--- src/rtl/seq_div_if.sv ---
// seq_div_if
//   Groups the start/done handshake, operands and results of seq_div.
//   Clock and reset are not part of the interface; they stay plain ports.
//
//   start        requester -> divider  request pulse, accepted only when idle
//   a, b         requester -> divider  dividend / divisor, unsigned
//   busy         divider -> requester  high while iterating
//   done         divider -> requester  one-cycle completion pulse
//   quot, rem    divider -> requester  registered quotient / remainder
//   div_by_zero  divider -> requester  last accepted operation had b == 0
interface seq_div_if #(
  parameter int DATAWIDTH = 8
);
  logic                 start;
  logic [DATAWIDTH-1:0] a;
  logic [DATAWIDTH-1:0] b;
  logic                 busy;
  logic                 done;
  logic [DATAWIDTH-1:0] quot;
  logic [DATAWIDTH-1:0] rem;
  logic                 div_by_zero;

  // Requester side (testbench or upstream control).
  modport master (
    output start, a, b,
    input  busy, done, quot, rem, div_by_zero
  );

  // Divider side.
  modport slave (
    input  start, a, b,
    output busy, done, quot, rem, div_by_zero
  );
endinterface

--- src/rtl/seq_div.sv ---
// seq_div
//   Iterative unsigned restoring divider, one quotient bit per clock.
//   A request accepted in IDLE with b != 0 spends DATAWIDTH cycles in CALC,
//   then pulses done for one cycle in DONE. A request with b == 0 goes
//   straight to DONE with quot = all ones, rem = a, div_by_zero = 1.
//   quot/rem/div_by_zero only change on the edge that enters DONE, so a
//   downstream register may capture them on any later edge using done.
//
//   Clk   in   clock, rising edge active
//   Rst   in   synchronous active-high reset
//   bus   slave modport of seq_div_if (start, a, b -> busy, done, quot,
//              rem, div_by_zero); every output is a register.
module seq_div #(
  parameter int DATAWIDTH = 8
) (
  input  logic      Clk,
  input  logic      Rst,
  seq_div_if.slave  bus
);

  localparam int CNT_W = $clog2(DATAWIDTH + 1);

  localparam logic [1:0] S_IDLE = 2'd0;
  localparam logic [1:0] S_CALC = 2'd1;
  localparam logic [1:0] S_DONE = 2'd2;

  // Control and visible result registers (reset).
  logic [1:0]           state_q, state_d;
  logic [CNT_W-1:0]     cnt_q, cnt_d;
  logic                 busy_q, busy_d;
  logic                 done_q, done_d;
  logic [DATAWIDTH-1:0] quot_q, quot_d;
  logic [DATAWIDTH-1:0] rem_q, rem_d;
  logic                 dbz_q, dbz_d;

  // Working datapath registers (no reset; only meaningful inside CALC).
  // dvd_q shifts the dividend out of its MSB while quotient bits enter at
  // its LSB, so after DATAWIDTH steps it holds the quotient.
  logic [DATAWIDTH-1:0] dvd_q, dvd_d;
  logic [DATAWIDTH-1:0] dvs_q, dvs_d;
  logic [DATAWIDTH:0]   prem_q, prem_d;

  // One restoring step.
  logic [DATAWIDTH:0]   shifted;
  logic [DATAWIDTH:0]   trial;
  logic                 qbit;
  logic [DATAWIDTH:0]   prem_nxt;
  logic [DATAWIDTH-1:0] dvd_nxt;

  always_comb begin
    state_d  = state_q;
    cnt_d    = cnt_q;
    quot_d   = quot_q;
    rem_d    = rem_q;
    dbz_d    = dbz_q;
    dvd_d    = dvd_q;
    dvs_d    = dvs_q;
    prem_d   = prem_q;

    shifted  = (prem_q << 1) | {{DATAWIDTH{1'b0}}, dvd_q[DATAWIDTH-1]};
    // The partial remainder is always < divisor, so shifted < 2*divisor and
    // the difference fits in DATAWIDTH+1 bits as a two's-complement value:
    // its MSB is the borrow/negative flag.
    trial    = shifted - {1'b0, dvs_q};
    qbit     = ~trial[DATAWIDTH];
    prem_nxt = qbit ? trial : shifted;
    dvd_nxt  = {dvd_q[DATAWIDTH-2:0], qbit};

    case (state_q)
      S_IDLE: begin
        if (bus.start) begin
          if (bus.b != '0) begin
            dvd_d   = bus.a;
            dvs_d   = bus.b;
            prem_d  = '0;
            cnt_d   = CNT_W'(DATAWIDTH);
            state_d = S_CALC;
          end else begin
            quot_d  = '1;
            rem_d   = bus.a;
            dbz_d   = 1'b1;
            state_d = S_DONE;
          end
        end
      end
      S_CALC: begin
        dvd_d  = dvd_nxt;
        prem_d = prem_nxt;
        cnt_d  = cnt_q - CNT_W'(1);
        if (cnt_q == CNT_W'(1)) begin
          quot_d  = dvd_nxt;
          rem_d   = prem_nxt[DATAWIDTH-1:0];
          dbz_d   = 1'b0;
          state_d = S_DONE;
        end
      end
      S_DONE: begin
        state_d = S_IDLE;
      end
      default: begin
        state_d = S_IDLE;
      end
    endcase

    // Flags are registered from the next state so they align with it.
    busy_d = (state_d == S_CALC);
    done_d = (state_d == S_DONE);
  end

  // Control / result registers
  always_ff @(posedge Clk) begin
    if (Rst) begin
      state_q <= S_IDLE;
      cnt_q   <= '0;
      busy_q  <= 1'b0;
      done_q  <= 1'b0;
      quot_q  <= '0;
      rem_q   <= '0;
      dbz_q   <= 1'b0;
    end else begin
      state_q <= state_d;
      cnt_q   <= cnt_d;
      busy_q  <= busy_d;
      done_q  <= done_d;
      quot_q  <= quot_d;
      rem_q   <= rem_d;
      dbz_q   <= dbz_d;
    end
  end

  // Working datapath registers
  always_ff @(posedge Clk) begin
    dvd_q  <= dvd_d;
    dvs_q  <= dvs_d;
    prem_q <= prem_d;
  end

  assign bus.busy        = busy_q;
  assign bus.done        = done_q;
  assign bus.quot        = quot_q;
  assign bus.rem         = rem_q;
  assign bus.div_by_zero = dbz_q;

endmodule

--- src/flat_wrapper.sv ---
// flat-port wrapper written by rule: the top's interface ports become plain ports
module seq_div_flat 
#(
  parameter int DATAWIDTH = 8
)
  (Clk, Rst, bus_start, bus_a, bus_b, bus_busy, bus_done, bus_quot, bus_rem, bus_div_by_zero);
  seq_div_if #(.DATAWIDTH(DATAWIDTH)) bus_i ();
  input  logic Clk;
  input  logic Rst;
  input wire logic [$bits(bus_i.start)-1:0] bus_start;
  input wire logic [$bits(bus_i.a)-1:0] bus_a;
  input wire logic [$bits(bus_i.b)-1:0] bus_b;
  output wire logic [$bits(bus_i.busy)-1:0] bus_busy;
  output wire logic [$bits(bus_i.done)-1:0] bus_done;
  output wire logic [$bits(bus_i.quot)-1:0] bus_quot;
  output wire logic [$bits(bus_i.rem)-1:0] bus_rem;
  output wire logic [$bits(bus_i.div_by_zero)-1:0] bus_div_by_zero;
  assign bus_i.start = bus_start;
  assign bus_i.a = bus_a;
  assign bus_i.b = bus_b;
  assign bus_busy = bus_i.busy;
  assign bus_done = bus_i.done;
  assign bus_quot = bus_i.quot;
  assign bus_rem = bus_i.rem;
  assign bus_div_by_zero = bus_i.div_by_zero;
  seq_div #(.DATAWIDTH(DATAWIDTH)) u_core (.Clk(Clk), .Rst(Rst), .bus(bus_i));
endmodule
--- config.mk ---
export PLATFORM = sky130hd
export DESIGN_NAME = seq_div_flat
export DESIGN_NICKNAME = d
export VERILOG_FILES = /design/src/rtl/seq_div_if.sv /design/src/rtl/seq_div.sv /design/src/flat_wrapper.sv
export SDC_FILE = /design/constraint.sdc
export NUM_CORES = 1
export LEC_CHECK = 0
export ABC_CLOCK_PERIOD_IN_PS = 4000
export BUFFER_PORTS_ARGS = -buffer_cell sky130_fd_sc_hd__buf_2
export CAP_MARGIN = 20
export CORE_ASPECT_RATIO = 1.5
export CORE_MARGIN = 5
export CORE_UTILIZATION = 50
export CTS_CLUSTER_SIZE = 40
export DETAILED_ROUTE_END_ITERATION = 6
export MAX_ROUTING_LAYER = met4
export PLACE_DENSITY = 0.71
export SLEW_MARGIN = 20
export SYNTH_ARGS = -nofsm -noshare
export SYNTH_HDL_FRONTEND = slang
export SYNTH_SLANG_ARGS = --single-unit
--- constraint.sdc ---
create_clock -name Clk -period 4 [get_ports Clk]
set_input_delay 0.2 -clock Clk [delete_from_list [all_inputs] [get_ports Clk]]
set_output_delay 0.2 -clock Clk [all_outputs]
set_load 0.01 [all_outputs]
==> impl_metrics.py, run 1 <==
metrics = {
    "detailed_routing": {
        "routedWlPerCell_microns": 16.0,
        "drc": 0,
        "drtIter0Drc": 104,
        "viasPerCell": 5.65,
        "ant_nets": 0,
        "route.vias.total": 2125,
        "dr.pass1.iters": 4,
        "wl_microns": 6030,
    },
    "global_routing": {
        "grt_usage_pct": 18.5,
        "grt_max_degree": 34,
        "grt_pass1_vias": 2052,
        "grt_pass1_wl_microns": 10000,
        "grt_overflow": 0,
        "antenna_found_initial": 0,
    },
    "logic_synthesis": {
        "avgSynthCellArea_sq_um": 9.54,
        "synth_edf_count": 24,
        "synth.area.top_cells": "edfxtp_1 (27%), dfxtp_1 (19%), nand2_1 (5.4%), ha_1 (4.7%), a21oi_1 (3.8%)",
        "async_flop_share_pct": 0,
        "yosys.area.top_type": "edfxtp_1",
        "ys_seq_area_share_pct": 46.2,
        "ys_warn_count": 0,
        "synth_top_area_share_pct": 27.3,
        "synth_flop_cell": "dfxtp_1",
        "yosysUniqueCellTypes": 59,
        "ys_ff_latch": 49,
        "syn_inst": 277,
        "synth_area_sq_um": 2640,
        "syn-num-nets": 307,
    },
    "sta": {
        "setup_tns_ns": 0,
        "slew_headroom_pct": 31.7,
        "fmax_mhz": 355,
        "setup_violations": 0,
        "hold_violations": 0,
        "hold_ws_ns": 0.0979,
        "rsz0062_at_grt": "false",
        "clock_skew_ns": 0.0112,
        "fin_crit_sh_pct": 70.4,
        "slew_viol_final": 0,
        "worstMarginPinSlew_ns": 1.02,
        "fin_crit_ns": 2.82,
    },
    "finish": {
        "final_cell_mix": "nand2_1 (38), buf_2 (37), dfxtp_1 (25), edfxtp_1 (24), nor2_1 (21)",
        "mostFrequentLayoutCell": "nand2_1",
        "drive_gt1_share_pct": 17.9,
        "finalCoreUtilization_pct": 56.9,
        "n_antenna_cell": 0,
        "finalNetCount": 337,
        "syn2layout_area_growth_pct": 10.4,
        "stdcell_count": 376,
    },
    "pwr": {
        "power_mw": 1.24,
        "leakage_nw": 1.28,
        "max-vdd-ir-drop_v": 0.000310,
        "power_density_nw_per_um2": 425,
    },
    "worst_setup_path": {
        "cp-start-kind": "flop",
        "rrSetupSlack_ns": 1.18,
        "path_max_fanout": 24,
        "crit_slowest_cell": "or4b_1",
        "crit_arrival_ns": 3.05,
        "path_cells": "inv_1, ha_1, inv_1, fa_1, a211oi_2, o211a_1, o211ai_2, or4b_1, nand2_1",
        "cp.required_ns": 4.23,
        "reg2reg_depth": 9,
        "slowest_delay_ns": 0.64,
        "cp_common_cell": "inv_1",
        "critPathKind": "flop to flop",
        "critical_path.endpoint_type": "flop",
    },
    "cts": {
        "cts_made_buffers": 5,
        "cts_tree": "built",
        "cts_resized": 0,
        "clk_pin_slew_ns": 0.09,
        "cts-root-buf": "clkbuf_8",
        "post-cts-setup-buffers": 0,
        "hold_buffers": 0,
        "clk_latency_ns": 0.30,
        "cts_sinks": 49,
        "cts_buffer_depth": 2,
        "htree_levels": 2,
    },
    "run_status": {
        "outcome": "finished clean",
    },
    "place": {
        "gp_congestion": 0.835,
        "dp.final_hpwl_microns": 4360,
        "dpl.cell_count": 368,
        "numPortBuffers": 37,
    },
    "die": {
        "die-area_sq_um": 6870,
        "fp.dieH_microns": 99.0,
        "ios": 38,
        "core_sq_um": 5120,
        "rows": 32,
        "die_w_microns": 69.3,
        "initial_core_util_pct": 51.5,
    },
    "min_path": {
        "hp-class": "primary input to flop",
        "whs_path_depth": 1,
    },
    "job": {
        "drv_cap": 0,
    },
}
## per-stage QoR
| step | setup slack [ns] | instance area (sq um) |
|---|---|---|
| final | 1.18 | 2920 |
| after global routing | 0.992 | 2920 |
| after floorplan | 1.70 | 2640 |
| after global placement | 1.28 | 2840 |
| after CTS | 1.17 | 2920 |
| after detailed placement | 1.21 | 2840 |
## synth_stat cells (4+ instances only)
master    count
or3_1         4
mux2i_1       6
nand3_1      11
nor2_1       21
dfxtp_1      25
o21ai_0      11
clkbuf_1      7
nand2_1      38
ha_1         10
edfxtp_1     24
xor2_1        4
inv_1        17
a21oi_1      20
o31ai_1       4
a21boi_0      4
## routing by layer
| layer | up-vias | part of all wire (%) | GRT usage [%] |
|---|---|---|---|
| met2 | 56 | 52 | 31.9 |
| met1 | 1001 | 41 | 22.0 |
| met4 | 0 | 2.9 | 6.77 |
| met5 | - | 0 | - |
| li1 | 1058 | - | - |
| met3 | 10 | 3.7 | 2.24 |
## state kept, by name (all words and copies together) (netlist names)
register,flops
u_core.state_q,2
u_core.bus.quot,8
u_core.bus.done,1
u_core.bus.busy,1
u_core.prem_q,8
u_core.dvs_q,8
u_core.dvd_q,8
u_core.cnt_q,4
u_core.bus.div_by_zero,1
u_core.bus.rem,8
## power by group
group,total (mW),switching [mW],internal [mW]
combinational,0.357,0.218,0.139
clock,0.271,0.149,0.122
sequential,0.612,0.0290,0.583
total,1.24,0.396,0.844
## critical path: cells and delay by family, from the launching register on
kind / cells / cell delay (ns)
AO/OA/AOI/OAI: 3 / 0.94
flip-flops: 1 / 0.39
buffers and inverters: 2 / 0.14
AND/OR/NAND/NOR: 2 / 0.71
adder cells (fa/ha/maj): 2 / 0.57
## area by class of cell
type | count | area (sq um)
Fill cell | 499 | 2210
Multi-Input combinational cell | 193 | 1250
Clock buffer | 7 | 76.3
Inverter | 18 | 67.6
Sequential cell | 49 | 1220
Timing Repair Buffer | 40 | 208
Tap cell | 68 | 85.1
Clock inverter | 1 | 3.75
## logic make-up (layout without fill, tap and decap cells)
logic type / after synthesis / after routing / share of synthesized area (%)
adder cells (fa/ha/maj): 11 / 11 / 5.50
buffers and inverters: 35 / 66 / 6.25
multiplexers: 7 / 7 / 2.70
flip-flops: 49 / 49 / 46.2
XOR/XNOR: 7 / 7 / 2.32
AND/OR/NAND/NOR: 100 / 100 / 18.8
AO/OA/AOI/OAI: 68 / 68 / 18.2
## final timing paths
check / to / start
setup / recovery: u_core.bus.rem[3] / u_core.dvd_q[7]
hold / removal: u_core.dvs_q[7] / bus_b[7]
setup reg to reg: u_core.bus.rem[3] / u_core.dvd_q[7]
hold reg to reg: u_core.bus.quot[5] / u_core.bus.quot[5]
No activity file was read; power rests on OpenSTA's default activity.
==> run 2: changes to the inputs <==
--- a/config.mk
+++ b/config.mk
@@ -5,7 +5,7 @@
 export SDC_FILE = /design/constraint.sdc
 export NUM_CORES = 1
 export LEC_CHECK = 0
-export ABC_CLOCK_PERIOD_IN_PS = 4000
+export ABC_CLOCK_PERIOD_IN_PS = 2800
 export BUFFER_PORTS_ARGS = -buffer_cell sky130_fd_sc_hd__buf_2
 export CAP_MARGIN = 20
 export CORE_ASPECT_RATIO = 1.5
==> constraint.sdc (replaced) <==
create_clock -name Clk -period 2.8 [get_ports Clk]
set_input_delay 0.14 -clock Clk [delete_from_list [all_inputs] [get_ports Clk]]
set_output_delay 0.14 -clock Clk [all_outputs]
set_load 0.01 [all_outputs]
==> impl_metrics.py, run 2 (same netlist as run 1, synthesis figures left out) <==
metrics = {
    "global_routing": {
        "met3_usage_pct": 2.55,
        "use_met2_pct": 32.0,
        "busiest_layer": "met2",
        "met1_usage_pct": 21.3,
        "grt_pass1_wl_microns": 10100,
        "grt_pass1_vias": 2167,
        "grt_max_degree": 26,
        "grt_overflow": 0,
        "grt_usage_pct": 18.5,
        "antenna_found_initial": 0,
    },
    "cts": {
        "cts_buffer_depth": 2,
        "htree_levels": 2,
        "clk_latency_ns": 0.30,
        "clk_pin_slew_ns": 0.09,
        "cts_made_buffers": 5,
        "cts-root-buf": "clkbuf_8",
        "cts_resized": 0,
        "hold_buffers": 0,
        "post-cts-setup-buffers": 0,
        "cts_sinks": 49,
        "cts_tree": "built",
    },
    "pwr": {
        "clkPwrFrac_pct": 22.9,
        "p_comb_share_pct": 29.6,
        "swShare_pct": 31.6,
        "max-vdd-ir-drop_v": 0.000406,
        "power_density_nw_per_um2": 620,
        "seq_power_share_pct": 47.5,
        "power_mw": 1.84,
        "intPower_mw": 1.26,
        "p_sw_mw": 0.581,
        "leakage_nw": 1.31,
    },
    "worst_setup_path": {
        "reg2reg_depth": 10,
        "rr_startpoint": "u_core.dvd_q[7]",
        "cp.required_ns": 3.05,
        "path_max_fanout": 24,
        "rrSetupSlack_ns": 0.28,
        "rr_endpoint": "u_core.bus.rem[4]",
        "critical_path.endpoint_type": "flop",
        "crit_arrival_ns": 2.76,
        "critPathKind": "flop to flop",
        "cp-start-kind": "flop",
    },
    "finish": {
        "final_cell_mix": "nand2_1 (38), buf_2 (37), dfxtp_1 (25), edfxtp_1 (24), nor2_1 (21)",
        "n_antenna_cell": 0,
        "mostFrequentLayoutCell": "nand2_1",
        "drive_gt1_share_pct": 19.2,
        "syn2layout_area_growth_pct": 12.4,
        "postLayoutCellArea_sq_um": 2970,
        "finalCoreUtilization_pct": 57.9,
        "finalNetCount": 341,
    },
    "detailed_routing": {
        "routedWlPerCell_microns": 15.8,
        "wl_microns": 6010,
        "drc": 0,
        "dr.pass1.iters": 6,
        "drtIter0Drc": 82,
        "viasPerCell": 5.67,
        "route.vias.total": 2156,
        "ant_nets": 0,
    },
    "run_status": {
        "outcome": "finished clean",
    },
    "die": {
        "initial_core_util_pct": 51.5,
        "ios": 38,
        "die_w_microns": 69.3,
        "die-area_sq_um": 6870,
        "fp.dieH_microns": 99.0,
        "rows": 32,
        "core_sq_um": 5120,
    },
    "sta": {
        "setup_violations": 0,
        "hold_ws_ns": 0.0337,
        "hold_violations": 0,
        "worstMarginPinSlew_ns": 0.881,
        "setup_tns_ns": 0,
        "rsz0062_at_grt": "false",
        "clock_skew_ns": 0.00951,
        "fin_crit_ns": 2.52,
        "slew_viol_final": 0,
        "slew_headroom_pct": 41.3,
        "fmax_mhz": 397,
        "fin_crit_sh_pct": 89.9,
    },
    "min_path": {
        "min_to": "u_core.dvs_q[6]",
        "whs_path_depth": 1,
        "hp-class": "primary input to flop",
        "hp-start": "bus_b[6]",
    },
    "place": {
        "gp_congestion": 0.832,
        "dpl_cell_area_sq_um": 2880,
        "dp.final_hpwl_microns": 4470,
        "numPortBuffers": 37,
    },
    "job": {
        "drv_cap": 0,
    },
}
[run 2: cell count changes in the layout (fill, tap and decap cells not counted), sizes merged]
| cell | change |
|---|---|
| buf | +4 |
| clkbuf | +1 |
| clkinv | -1 |
[run 2: worst max-delay path by stage]
stage                    start                end  slack (ns)  cells after the start
2_1_floorplan  u_core.dvd_q[7]   u_core.prem_q[6]        0.50                     10
3_3_place_gp   u_core.dvd_q[7]  u_core.bus.rem[3]        0.37                     10
3_5_place_dp   u_core.dvd_q[7]  u_core.bus.rem[3]        0.29                     10
4_1_cts        u_core.dvd_q[7]  u_core.bus.rem[3]        0.27                     10
5_1_grt        u_core.dvd_q[7]  u_core.bus.rem[4]        0.10                     10
6_report       u_core.dvd_q[7]  u_core.bus.rem[4]        0.28                     10
[run 2: worst max-delay path: stages (launching register included)]
cell and delay, ns:
edfxtp_1 0.40, inv_1 0.09, ha_1 0.15, inv_1 0.05, fa_1 0.41, a211oi_2 0.30, o211a_1 0.21, o211ai_2 0.11
buf_12 0.18, or4b_1 0.50, nand2_1 0.07
[run 2: power by group through the flow]
stage / clock (mW) / sequential [mW] / combinational, mW
after floorplan: 0 / 0.881 / 0.421
after global placement: 0 / 0.888 / 0.530
after detailed placement: 0 / 0.891 / 0.543
after CTS: 0.429 / 0.874 / 0.546
after global routing: 0.455 / 0.883 / 0.606
final: 0.421 / 0.875 / 0.545
[run 2: cell type report]
| type | count | area, sq um |
|---|---|---|
| Clock buffer | 8 | 90.1 |
| Fill cell | 495 | 2160 |
| Inverter | 18 | 67.6 |
| Multi-Input combinational cell | 193 | 1250 |
| Sequential cell | 49 | 1220 |
| Tap cell | 68 | 85.1 |
| Timing Repair Buffer | 44 | 250 |
[run 2: layer usage]
metal | up-vias | wire length (microns)
li1 | 1063 | -
met4 | 0 | 165
met2 | 62 | 3060
met3 | 13 | 244
met5 | - | 0
met1 | 1018 | 2540
[run 2: per-stage QoR]
step,cells,setup slack (ns)
3_3_place_gp,372,0.367
4_1_cts,380,0.273
3_5_place_dp,372,0.288
5_1_grt,380,0.102
2_1_floorplan,277,0.498
6_report,380,0.284
